## config.mk

```make
export PLATFORM = sky130hd
export DESIGN_NAME = servo_sweep_sequencer_flat
export DESIGN_NICKNAME = d
export VERILOG_FILES = /design/src/rtl/servo_pkg.sv /design/src/rtl/servo_sweep_sequencer_if.sv /design/src/rtl/servo_frame_timer.sv /design/src/rtl/servo_sweep_sequencer.sv /design/src/flat_wrapper.sv
export SDC_FILE = /design/constraint.sdc
export NUM_CORES = 1
export LEC_CHECK = 0
export CORE_MARGIN = 2
export CORE_UTILIZATION = 60
export DETAILED_ROUTE_END_ITERATION = 10
export PLACE_DENSITY = 0.83
export SLEW_MARGIN = 20
export SYNTH_ARGS = -nofsm -noshare
export SYNTH_HDL_FRONTEND = slang
export SYNTH_SLANG_ARGS = --single-unit
```

## constraint.sdc

```tcl
create_clock -name clock -period 9.7 [get_ports clock]
set_input_delay 2.425 -clock clock [delete_from_list [all_inputs] [get_ports clock]]
set_output_delay 2.425 -clock clock [all_outputs]
set_load 0.03 [all_outputs]
```

## src/rtl/servo_pkg.sv

```systemverilog
// Shared constants and FSM state type for the servo sweep sequencer slice.
package servo_pkg;

  localparam int DUTY_W      = 8;
  localparam int PWM_TICK_HZ = 128000;
  localparam int FRAME_MS    = 20;
  localparam int DUTY_OFFSET = 64;

  typedef enum logic [0:0] {
    IDLE = 1'b0,
    SCAN = 1'b1
  } seq_state_e;

endpackage

```

## src/rtl/servo_sweep_sequencer_if.sv

```systemverilog
// Target-position command channel: valid/ready handshake plus a bad-channel error pulse.
interface servo_sweep_sequencer_if;
  import servo_pkg::*;

  logic              cmd_valid;
  logic              cmd_ready;
  logic [3:0]        cmd_ch;
  logic [DUTY_W-1:0] cmd_target;
  logic              cmd_err;

  modport master (
    output cmd_valid,
    output cmd_ch,
    output cmd_target,
    input  cmd_ready,
    input  cmd_err
  );

  modport slave (
    input  cmd_valid,
    input  cmd_ch,
    input  cmd_target,
    output cmd_ready,
    output cmd_err
  );

endinterface

```

## src/rtl/servo_frame_timer.sv

```systemverilog
// PWM-tick prescaler and servo frame counter; frame_start marks the last tick of each frame.
module servo_frame_timer #(
  parameter int CLK_DIV     = 390,
  parameter int FRAME_TICKS = 2560
) (
  input  logic clock,
  input  logic reset,
  output logic tick,
  output logic frame_start
);

  localparam int PW = (CLK_DIV > 1) ? $clog2(CLK_DIV) : 1;
  localparam int FW = (FRAME_TICKS > 1) ? $clog2(FRAME_TICKS) : 1;

  logic [PW-1:0] presc_r;
  logic [FW-1:0] frame_r;

  assign tick        = (presc_r == PW'(CLK_DIV - 1));
  assign frame_start = tick && (frame_r == FW'(FRAME_TICKS - 1));

  // Prescaler and frame counter; the frame counter only moves on a tick.
  always_ff @(posedge clock or posedge reset) begin
    if (reset) begin
      presc_r <= '0;
      frame_r <= '0;
    end else begin
      if (tick) begin
        presc_r <= '0;
      end else begin
        presc_r <= presc_r + PW'(1);
      end
      if (frame_start) begin
        frame_r <= '0;
      end else if (tick) begin
        frame_r <= frame_r + FW'(1);
      end else begin
        frame_r <= frame_r;
      end
    end
  end

endmodule

```

## src/rtl/servo_sweep_sequencer.sv

```systemverilog
// Frame-aligned servo ramp sequencer: accepts targets while idle and, once per frame,
// steps every channel toward its target and strobes its latch.
module servo_sweep_sequencer
  import servo_pkg::*;
#(
  parameter int NUM_CH      = 4,
  parameter int CLK_DIV     = 390,
  parameter int FRAME_TICKS = PWM_TICK_HZ * FRAME_MS / 1000,
  parameter int STEP        = 2,
  parameter int INIT_DUTY   = 128
) (
  input  logic                     clock,
  input  logic                     reset,
  servo_sweep_sequencer_if.slave   cmd,
  output logic [NUM_CH*DUTY_W-1:0] duty_out,
  output logic [NUM_CH-1:0]        latch,
  output logic [NUM_CH-1:0]        at_target,
  output logic                     frame_start
);

  localparam int CW = (NUM_CH > 1) ? $clog2(NUM_CH) : 1;
  localparam logic signed [8:0] STEP_S = 9'(STEP);

  seq_state_e        state_r;
  seq_state_e        state_nxt_s;
  logic [CW-1:0]     ch_idx_r;
  logic [CW-1:0]     ch_idx_nxt_s;
  logic [DUTY_W-1:0] cur_r [NUM_CH];
  logic [DUTY_W-1:0] tgt_r [NUM_CH];
  logic [NUM_CH-1:0] latch_r;
  logic              err_r;

  logic              tick_s;
  logic              timer_fs_s;
  logic              frame_start_s;
  logic              accept_s;
  logic              cmd_in_range_s;
  logic              proc_en_s;
  logic [DUTY_W-1:0] proc_cur_s;
  logic [DUTY_W-1:0] proc_tgt_s;
  logic [DUTY_W-1:0] proc_new_s;
  logic signed [8:0] diff_s;

  servo_frame_timer #(
    .CLK_DIV     (CLK_DIV),
    .FRAME_TICKS (FRAME_TICKS)
  ) u_timer (
    .clock       (clock),
    .reset       (reset),
    .tick        (tick_s),
    .frame_start (timer_fs_s)
  );

  // Frame boundaries are only honoured on a prescaler tick.
  assign frame_start_s  = timer_fs_s & tick_s;
  assign frame_start    = frame_start_s;

  assign cmd.cmd_ready  = (state_r == IDLE);
  assign cmd.cmd_err    = err_r;
  assign accept_s       = cmd.cmd_valid && (state_r == IDLE);
  assign cmd_in_range_s = ({1'b0, cmd.cmd_ch} < 5'(NUM_CH));

  // Scan sequencing: IDLE until a frame boundary, then one channel per cycle.
  always_comb begin
    state_nxt_s  = state_r;
    ch_idx_nxt_s = ch_idx_r;
    case (state_r)
      IDLE: begin
        if (frame_start_s) begin
          state_nxt_s  = SCAN;
          ch_idx_nxt_s = '0;
        end else begin
          state_nxt_s  = IDLE;
          ch_idx_nxt_s = ch_idx_r;
        end
      end
      SCAN: begin
        if (ch_idx_r == CW'(NUM_CH - 1)) begin
          state_nxt_s  = IDLE;
          ch_idx_nxt_s = '0;
        end else begin
          state_nxt_s  = SCAN;
          ch_idx_nxt_s = ch_idx_r + CW'(1);
        end
      end
      default: begin
        state_nxt_s  = IDLE;
        ch_idx_nxt_s = '0;
      end
    endcase
  end

  // The ramp for a SCAN slot is computed on the edge that enters the slot, so the
  // registered duty and latch both appear during that slot. A command accepted on the
  // frame_start edge is forwarded so it lands in the same frame.
  assign proc_en_s = (state_nxt_s == SCAN);

  // Select the channel being ramped, with command bypass for its target.
  always_comb begin
    proc_cur_s = cur_r[0];
    proc_tgt_s = tgt_r[0];
    for (int k = 0; k < NUM_CH; k++) begin
      proc_cur_s = (ch_idx_nxt_s == CW'(k)) ? cur_r[k] : proc_cur_s;
      proc_tgt_s = (ch_idx_nxt_s == CW'(k)) ? tgt_r[k] : proc_tgt_s;
    end
    proc_tgt_s = (accept_s && cmd_in_range_s && ({1'b0, cmd.cmd_ch} == 5'(ch_idx_nxt_s)))
                 ? cmd.cmd_target : proc_tgt_s;
  end

  assign diff_s = $signed({1'b0, proc_tgt_s}) - $signed({1'b0, proc_cur_s});

  // Rate-limited step; a full step only happens when the gap exceeds STEP, so no overshoot or wrap.
  always_comb begin
    proc_new_s = proc_tgt_s;
    if (diff_s > STEP_S) begin
      proc_new_s = proc_cur_s + DUTY_W'(STEP);
    end else if (diff_s < -STEP_S) begin
      proc_new_s = proc_cur_s - DUTY_W'(STEP);
    end else begin
      proc_new_s = proc_tgt_s;
    end
  end

  // State, targets, duties, latch strobes and error pulse.
  always_ff @(posedge clock or posedge reset) begin
    if (reset) begin
      state_r  <= IDLE;
      ch_idx_r <= '0;
      latch_r  <= '0;
      err_r    <= 1'b0;
      for (int k = 0; k < NUM_CH; k++) begin
        cur_r[k] <= DUTY_W'(INIT_DUTY);
        tgt_r[k] <= DUTY_W'(INIT_DUTY);
      end
    end else begin
      state_r  <= state_nxt_s;
      ch_idx_r <= ch_idx_nxt_s;
      err_r    <= accept_s && !cmd_in_range_s;
      for (int k = 0; k < NUM_CH; k++) begin
        if (accept_s && cmd_in_range_s && (cmd.cmd_ch == 4'(k))) begin
          tgt_r[k] <= cmd.cmd_target;
        end else begin
          tgt_r[k] <= tgt_r[k];
        end
        if (proc_en_s && (ch_idx_nxt_s == CW'(k))) begin
          cur_r[k]   <= proc_new_s;
          latch_r[k] <= 1'b1;
        end else begin
          cur_r[k]   <= cur_r[k];
          latch_r[k] <= 1'b0;
        end
      end
    end
  end

  // Flatten duties and compare against targets.
  always_comb begin
    duty_out  = '0;
    at_target = '0;
    for (int k = 0; k < NUM_CH; k++) begin
      duty_out[k*DUTY_W +: DUTY_W] = cur_r[k];
      at_target[k]                 = (cur_r[k] == tgt_r[k]);
    end
  end

  assign latch = latch_r;

endmodule

```

## src/flat_wrapper.sv

```systemverilog
// flat-port wrapper written by rule: the top's interface ports become plain ports
module servo_sweep_sequencer_flat import servo_pkg::*;
#(
  parameter int NUM_CH      = 4,
  parameter int CLK_DIV     = 390,
  parameter int FRAME_TICKS = PWM_TICK_HZ * FRAME_MS / 1000,
  parameter int STEP        = 2,
  parameter int INIT_DUTY   = 128
)
  (clock, reset, duty_out, latch, at_target, frame_start, cmd_cmd_valid, cmd_cmd_ch, cmd_cmd_target, cmd_cmd_ready, cmd_cmd_err);
  servo_sweep_sequencer_if cmd_i ();
  input  logic clock;
  input  logic reset;
  output logic [NUM_CH*DUTY_W-1:0] duty_out;
  output logic [NUM_CH-1:0] latch;
  output logic [NUM_CH-1:0] at_target;
  output logic frame_start;
  input wire logic [$bits(cmd_i.cmd_valid)-1:0] cmd_cmd_valid;
  input wire logic [$bits(cmd_i.cmd_ch)-1:0] cmd_cmd_ch;
  input wire logic [$bits(cmd_i.cmd_target)-1:0] cmd_cmd_target;
  output wire logic [$bits(cmd_i.cmd_ready)-1:0] cmd_cmd_ready;
  output wire logic [$bits(cmd_i.cmd_err)-1:0] cmd_cmd_err;
  assign cmd_i.cmd_valid = cmd_cmd_valid;
  assign cmd_i.cmd_ch = cmd_cmd_ch;
  assign cmd_i.cmd_target = cmd_cmd_target;
  assign cmd_cmd_ready = cmd_i.cmd_ready;
  assign cmd_cmd_err = cmd_i.cmd_err;
  servo_sweep_sequencer #(.NUM_CH(NUM_CH), .CLK_DIV(CLK_DIV), .FRAME_TICKS(FRAME_TICKS), .STEP(STEP), .INIT_DUTY(INIT_DUTY)) u_core (.clock(clock), .reset(reset), .cmd(cmd_i), .duty_out(duty_out), .latch(latch), .at_target(at_target), .frame_start(frame_start));
endmodule
```

==> impl_metrics.yaml, run 1 <==
global_route:
  antenna_found_initial: 0
  grt_max_degree: 63
  grt_pass1_vias: 5263
  met1_usage: 0.476
  grt_overflow: 0
  grt_pass1_wl_mm: 28.8
  met2_usage: 0.493
  grt.met3_usage: 0.0717
  grt_use_total: 0.333
  gr-max-usage-layer: "met2"
final_layout:
  layout-drive-gt1-share: 0.121
  syn_to_final_growth_pct: 13.8
  layout.nets: 732
  antennaDiodeCount: 0
  final_common_cell: "nand2_1"
  mostFrequentLayoutCells: "nand2_1, dfrtp_1, clkdlybuf4s50_1, xnor2_1, nor2_1"
power:
  p_sw_frac: 0.310
  p_comb_frac: 0.220
  switchingPower_w: 0.000297
  p_clk_frac: 0.304
  peakVddDrop_v: 0.000100
  power_leakage_nw: 3.01
  internal_power_w: 0.000661
  powerDensity_mw_per_mm2: 138
  sequentialPowerShare: 0.476
  power_w: 0.000958
floorplanning:
  die_x_um: 105
  core-area_mm2: 0.00982
  std_cell_rows: 36
  ios: 58
  die_h_um: 105
  die_area_mm2: 0.0110
  initial_core_util: 0.621
outcome:
  status: "finished, final reports clean"
synth:
  yosysWarnings: 0
  synth-seq-area-share: 0.384
  netlist_instances: 662
  ys_ff_latch: 93
  synthArstFlopShare: 1.00
  syn_area_mm2: 0.00609
  syn_avg_cell_area_um2: 9.20
  ys.flop_type: "dfrtp_1"
  synth_edf_count: 0
  yosysUniqueCellTypes: 66
  synth.net_count: 691
critical_path:
  regToRegSetupSlack_ns: 3.17
  path_class: "input pin to flop"
  endpoint_kind: "flop"
  cp.arrival_ns: 8.21
  crit_required_ns: 10.02
  cp-start-kind: "input pin"
  worst-path-max-fanout: 19
run:
  drv_cap: 0
cts:
  cts.sinks: 93
  cts.htree.levels: 3
  postCtsSetupRepairBufs: 0
  numCtsBuffers: 9
  cts_tree: "built"
  cts_buffer_depth: 2
  cts-resized-gates: 0
  insertion_delay_ns: 0.38
  cts-root-buf: "clkbuf_8"
  clk_pin_slew_ns: 0.09
  hold_buffers: 0
sta:
  max_freq_ghz: 0.127
  worst_pin_slew_ns: 0.829
  rsz0062_at_grt: "no"
  timing.final.crit_period_ns: 7.89
  setup_violations: 0
  finalClockSkew_ns: 0.0108
  min_period_over_period: 0.814
  final_max_slew_viol_count: 0
  relSlewSlack: 0.443
  hold_viol: 0
  setup-tns-final_ns: 0
drt:
  route.detailed.drc: 0
  vias: 5625
  wl_per_cell_um: 21.4
  routed_wl_mm: 18.0
  drt_pre_antenna_iters: 6
  vias_per_cell: 6.69
  drtAntennaViolNets: 0
  drtIter0Drc: 444
placement:
  dp_hpwl_mm: 13.1
  gp_congestion: 0.961
  io_buffers: 57
hold_path:
  hold_class: "flop to flop"
synthesized netlist by cell type, drive strengths merged, types with 2 or more instances:
master,number,share of area
nand2,103,0.063
dfrtp,85,0.35
xnor2,55,0.079
nor2,45,0.028
mux2,41,0.076
a31oi,25,0.026
and3,25,0.026
nand3,24,0.021
clkbuf,21,0.013
inv,21,0.013
nand4,19,0.021
mux2i,17,0.028
ha,14,0.029
o21ai,13,0.011
a211oi,12,0.015
buf,12,0.013
nor3,11,0.011
o22ai,11,0.011
nor4,9,0.0092
or3,9,0.0092
a21oi,8,0.0078
dfstp,8,0.034
xor2,7,0.010
a211o,6,0.0086
o221ai,6,0.0086
a21boi,5,0.0062
o211ai,5,0.0062
nand2b,4,0.0041
a221oi,3,0.0043
and2,3,0.0031
o211a,3,0.0049
o31ai,3,0.0060
o41ai,3,0.0043
or2,3,0.0031
a2111oi,2,0.0060
a21o,2,0.0025
nand4bb,2,0.0037
power by group through the flow:
stage	clock network [W]	registers [W]	logic, W
after floorplan	0	0.000452	0.000158
after global placement	0	0.000460	0.000197
after detailed placement	0	0.000461	0.000204
after CTS	0.000291	0.000454	0.000206
after global routing	0.000307	0.000459	0.000227
final	0.000292	0.000456	0.000211
cell type report:
| cell class | instances | area (µm²) |
|---|---|---|
| inverters | 22 | 83.8 |
| fillers | 783 | 2880 |
| repair buffers | 63 | 616 |
| flip-flops and latches | 93 | 2340 |
| multi-input cells | 514 | 3520 |
| clock inverters | 5 | 83.8 |
| clock buffers | 11 | 131 |
| well taps | 133 | 166 |
sequential cells by signal, indices dropped and copies added, names as in the netlist:
register / flops
u_core.state_r: 1
u_core.tgt_r: 32
u_core.cmd.cmd_err: 1
u_core.duty_out: 32
u_core.latch: 4
u_core.u_timer.presc_r: 9
u_core.u_timer.frame_r: 12
u_core.ch_idx_r: 2
layer usage:
| metal | vias to the layer above | wire length [µm] |
|---|---|---|
| met5 | - | 0 |
| met4 | 0 | 544 |
| met3 | 48 | 2030 |
| met2 | 362 | 8060 |
| met1 | 2734 | 7380 |
| li1 | 2481 | - |
path summary, 6_finish.rpt:
path	startpoint	to	cells past startpoint
min	u_core.u_timer.presc_r[8]	u_core.u_timer.presc_r[8]	1
max	cmd_cmd_ch[3]	u_core.duty_out[24]	19
max in group asynchronous	reset	u_core.duty_out[21]	3
max reg2reg	u_core.u_timer.presc_r[4]	u_core.duty_out[24]	21
min reg2reg	u_core.u_timer.presc_r[8]	u_core.u_timer.presc_r[8]	1
min in group asynchronous	reset	u_core.ch_idx_r[0]	2
worst max-delay path: stages:
cell	delay [ns]
clkdlybuf4s50_1	0.45
or4b_4	0.56
a221o_1	0.29
a41oi_2	0.17
nand3_2	0.16
or2_2	0.43
mux2i_1	0.30
inv_1	0.14
ha_1	0.39
nand2b_1	0.14
a2111oi_0	0.09
a211oi_1	0.41
o22ai_1	0.19
a2111oi_4	0.41
a21oi_2	0.15
xnor2_1	0.21
nand4_2	0.54
o41ai_1	0.60
a211o_1	0.14
metrics by stage:
| stage | hold WS (ns) | cells | instance area (µm²) | worst slack, ns | util |
|---|---|---|---|---|---|
| floorplan | 0.450 | 662 | 6090 | 2.73 | - |
| global placement | 0.466 | 825 | 6720 | 1.88 | 0.684 |
| detailed placement | 0.490 | 825 | 6720 | 1.53 | 0.684 |
| CTS | 0.506 | 841 | 6940 | 1.91 | 0.706 |
| global route | 0.535 | 841 | 6940 | 1.41 | 0.706 |
| finish | 0.508 | 841 | 6940 | 1.81 | 0.706 |
cell families after synthesis:
group,count (synthesis),share of synthesized area
XOR/XNOR,62,0.0891
flip-flops,93,0.384
AND/OR/NAND/NOR,265,0.213
buffers and inverters,55,0.0392
AO/OA/AOI/OAI,115,0.142
adder cells (fa/ha/maj),14,0.0287
multiplexers,58,0.104
Power figures use the tool's default switching activity.
==> inputs of run 2 (changes only) <==
Settings changed: CORE_UTILIZATION 60 to 53, PLACE_DENSITY 0.83 to 0.78.
Clock period 9.7 ns to 7.05 ns, I/O delays scaled along.
==> run 2 against run 1 <==
Compared with the run above: wire length grew 0.97%; critical path type unchanged; cell area grew 3.1%; clock power grew 83%; sequential share of layout area shrank 1.0 points; largest power group unchanged; register-to-register slack lost 2.2 ns; sequential power grew 38%; global-route usage shrank 3.4 points; clock-buffer cell count is the same; critical path depth grew 1; highest routed layer unchanged; via count shrank 0.21%; clock skew shrank 0.0014 ns.
==> impl_metrics.yaml, run 2 (synthesis results as in run 1) <==
outcome:
  status: "finished, final reports clean"
global_route:
  grt_pass1_wl_mm: 29.4
  grt_use_total: 0.298
  grt_max_degree: 72
  antenna_found_initial: 0
  grt_overflow: 0
  grt_pass1_vias: 5518
cts:
  insertion_delay_ns: 0.35
  clk_pin_slew_ns: 0.07
  cts-root-buf: "clkbuf_16"
  postCtsSetupRepairBufs: 0
  cts.sinks: 93
  cts-resized-gates: 0
  numCtsBuffers: 9
  hold_buffers: 0
  cts.htree.levels: 3
  cts_tree: "built"
  cts_buffer_depth: 2
critical_path:
  worst-path-max-fanout: 6
  cp.arrival_ns: 6.92
  path_class: "input pin to flop"
  cp-start-kind: "input pin"
  crit_required_ns: 7.27
  endpoint_kind: "flop"
sta:
  relSlewSlack: 0.379
  fin_hold_ws_ns: 0.485
  setup_violations: 0
  final_max_slew_viol_count: 0
  hold_viol: 0
  setup-tns-final_ns: 0
  finalClockSkew_ns: 0.00939
  max_freq_ghz: 0.149
  min_period_over_period: 0.951
  timing.final.crit_period_ns: 6.71
  rsz0062_at_grt: "no"
  worst_pin_slew_ns: 0.906
placement:
  io_buffers: 57
  dp_hpwl_mm: 13.6
  gp_congestion: 0.987
  placedCellCount: 846
hold_path:
  hold_class: "flop to flop"
drt:
  drtIter0Drc: 564
  vias_per_cell: 6.51
  routed_wl_mm: 18.2
  drtAntennaViolNets: 0
  wl_per_cell_um: 21.1
  route.detailed.drc: 0
  drt_pre_antenna_iters: 7
  vias: 5613
final_layout:
  fillers: 952
  fin_util: 0.632
  antennaDiodeCount: 0
  mostFrequentLayoutCells: "nand2_1, dfrtp_1, clkdlybuf4s50_1, xnor2_1, nor2_1"
  layout-drive-gt1-share: 0.136
  final_common_cell: "nand2_1"
  final-instance-count-excl-fill: 862
  syn_to_final_growth_pct: 17.4
  layout.nets: 743
power:
  power_leakage_nw: 3.12
  power_w: 0.00147
  peakVddDrop_v: 0.000218
  powerDensity_mw_per_mm2: 206
floorplanning:
  ios: 58
  die_h_um: 111
  die_x_um: 111
  initial_core_util: 0.538
  core-area_mm2: 0.0113
  die_area_mm2: 0.0124
  std_cell_rows: 39
run:
  drv_cap: 0
run 2: cell types whose count changed in the layout (fill, tap and decap cells not counted):
cell and change:
buf_4 +10, clkbuf_16 +9, clkbuf_8 -8, buf_12 +1, clkbuf_1 -1, clkinv_2 +1, clkinvlp_4 -1
run 2: metrics by stage:
step	worst slack, ns	instance area (µm²)
3_5_place_dp	0.0455	6830
5_1_grt	0.0179	7150
3_3_place_gp	0.294	6830
2_1_floorplan	0.741	6090
4_1_cts	0.402	7150
6_report	0.344	7150
run 2: final cells by class:
type                            count  area, µm²  share of cell area
Multi-Input combinational cell    514       3520               0.492
Clock inverter                      5       81.3              0.0114
Sequential cell                    93       2340               0.327
Clock buffer                       11        243              0.0339
Tap cell                          143        179              0.0250
Inverter                           22       83.8              0.0117
Timing Repair Buffer               74        711              0.0994
run 2: final timing paths:
check	start	slack, ns	cells after the start	to
max reg2reg	u_core.u_timer.presc_r[4]	0.95	21	u_core.duty_out[28]
min in group asynchronous	reset	1.71	2	u_core.duty_out[25]
max in group asynchronous	reset	4.12	3	u_core.duty_out[18]
min reg2reg	u_core.u_timer.presc_r[8]	0.49	1	u_core.u_timer.presc_r[8]
max	cmd_cmd_ch[3]	0.34	20	u_core.duty_out[28]
min	u_core.u_timer.presc_r[8]	0.49	1	u_core.u_timer.presc_r[8]
run 2: power by group:
part           internal, W  total [W]  switching (W)
registers         0.000581   0.000631      0.0000498
clock network     0.000321   0.000534       0.000213
logic             0.000143   0.000307       0.000164
run 2: per-layer routing:
metal,share of wire,track usage
met2,0.44,0.445
met4,0.040,0.142
met5,0,0
met1,0.43,0.422
met3,0.094,0.0525
run 2: critical path, stage by stage:
cell and delay, ns:
clkdlybuf4s50_1 0.45, or4b_4 0.55, a221o_1 0.29, a41oi_2 0.17, nand3_2 0.13, or2_2 0.36
mux2i_1 0.33, inv_1 0.11, ha_1 0.30, nand2b_1 0.10, a2111oi_0 0.07, a211oi_1 0.38
o22ai_1 0.17, a2111oi_4 0.41, a21oi_2 0.15, xnor2_1 0.17, and4_1 0.26, buf_4 0.18
nor3_2 0.40, a211oi_1 0.17
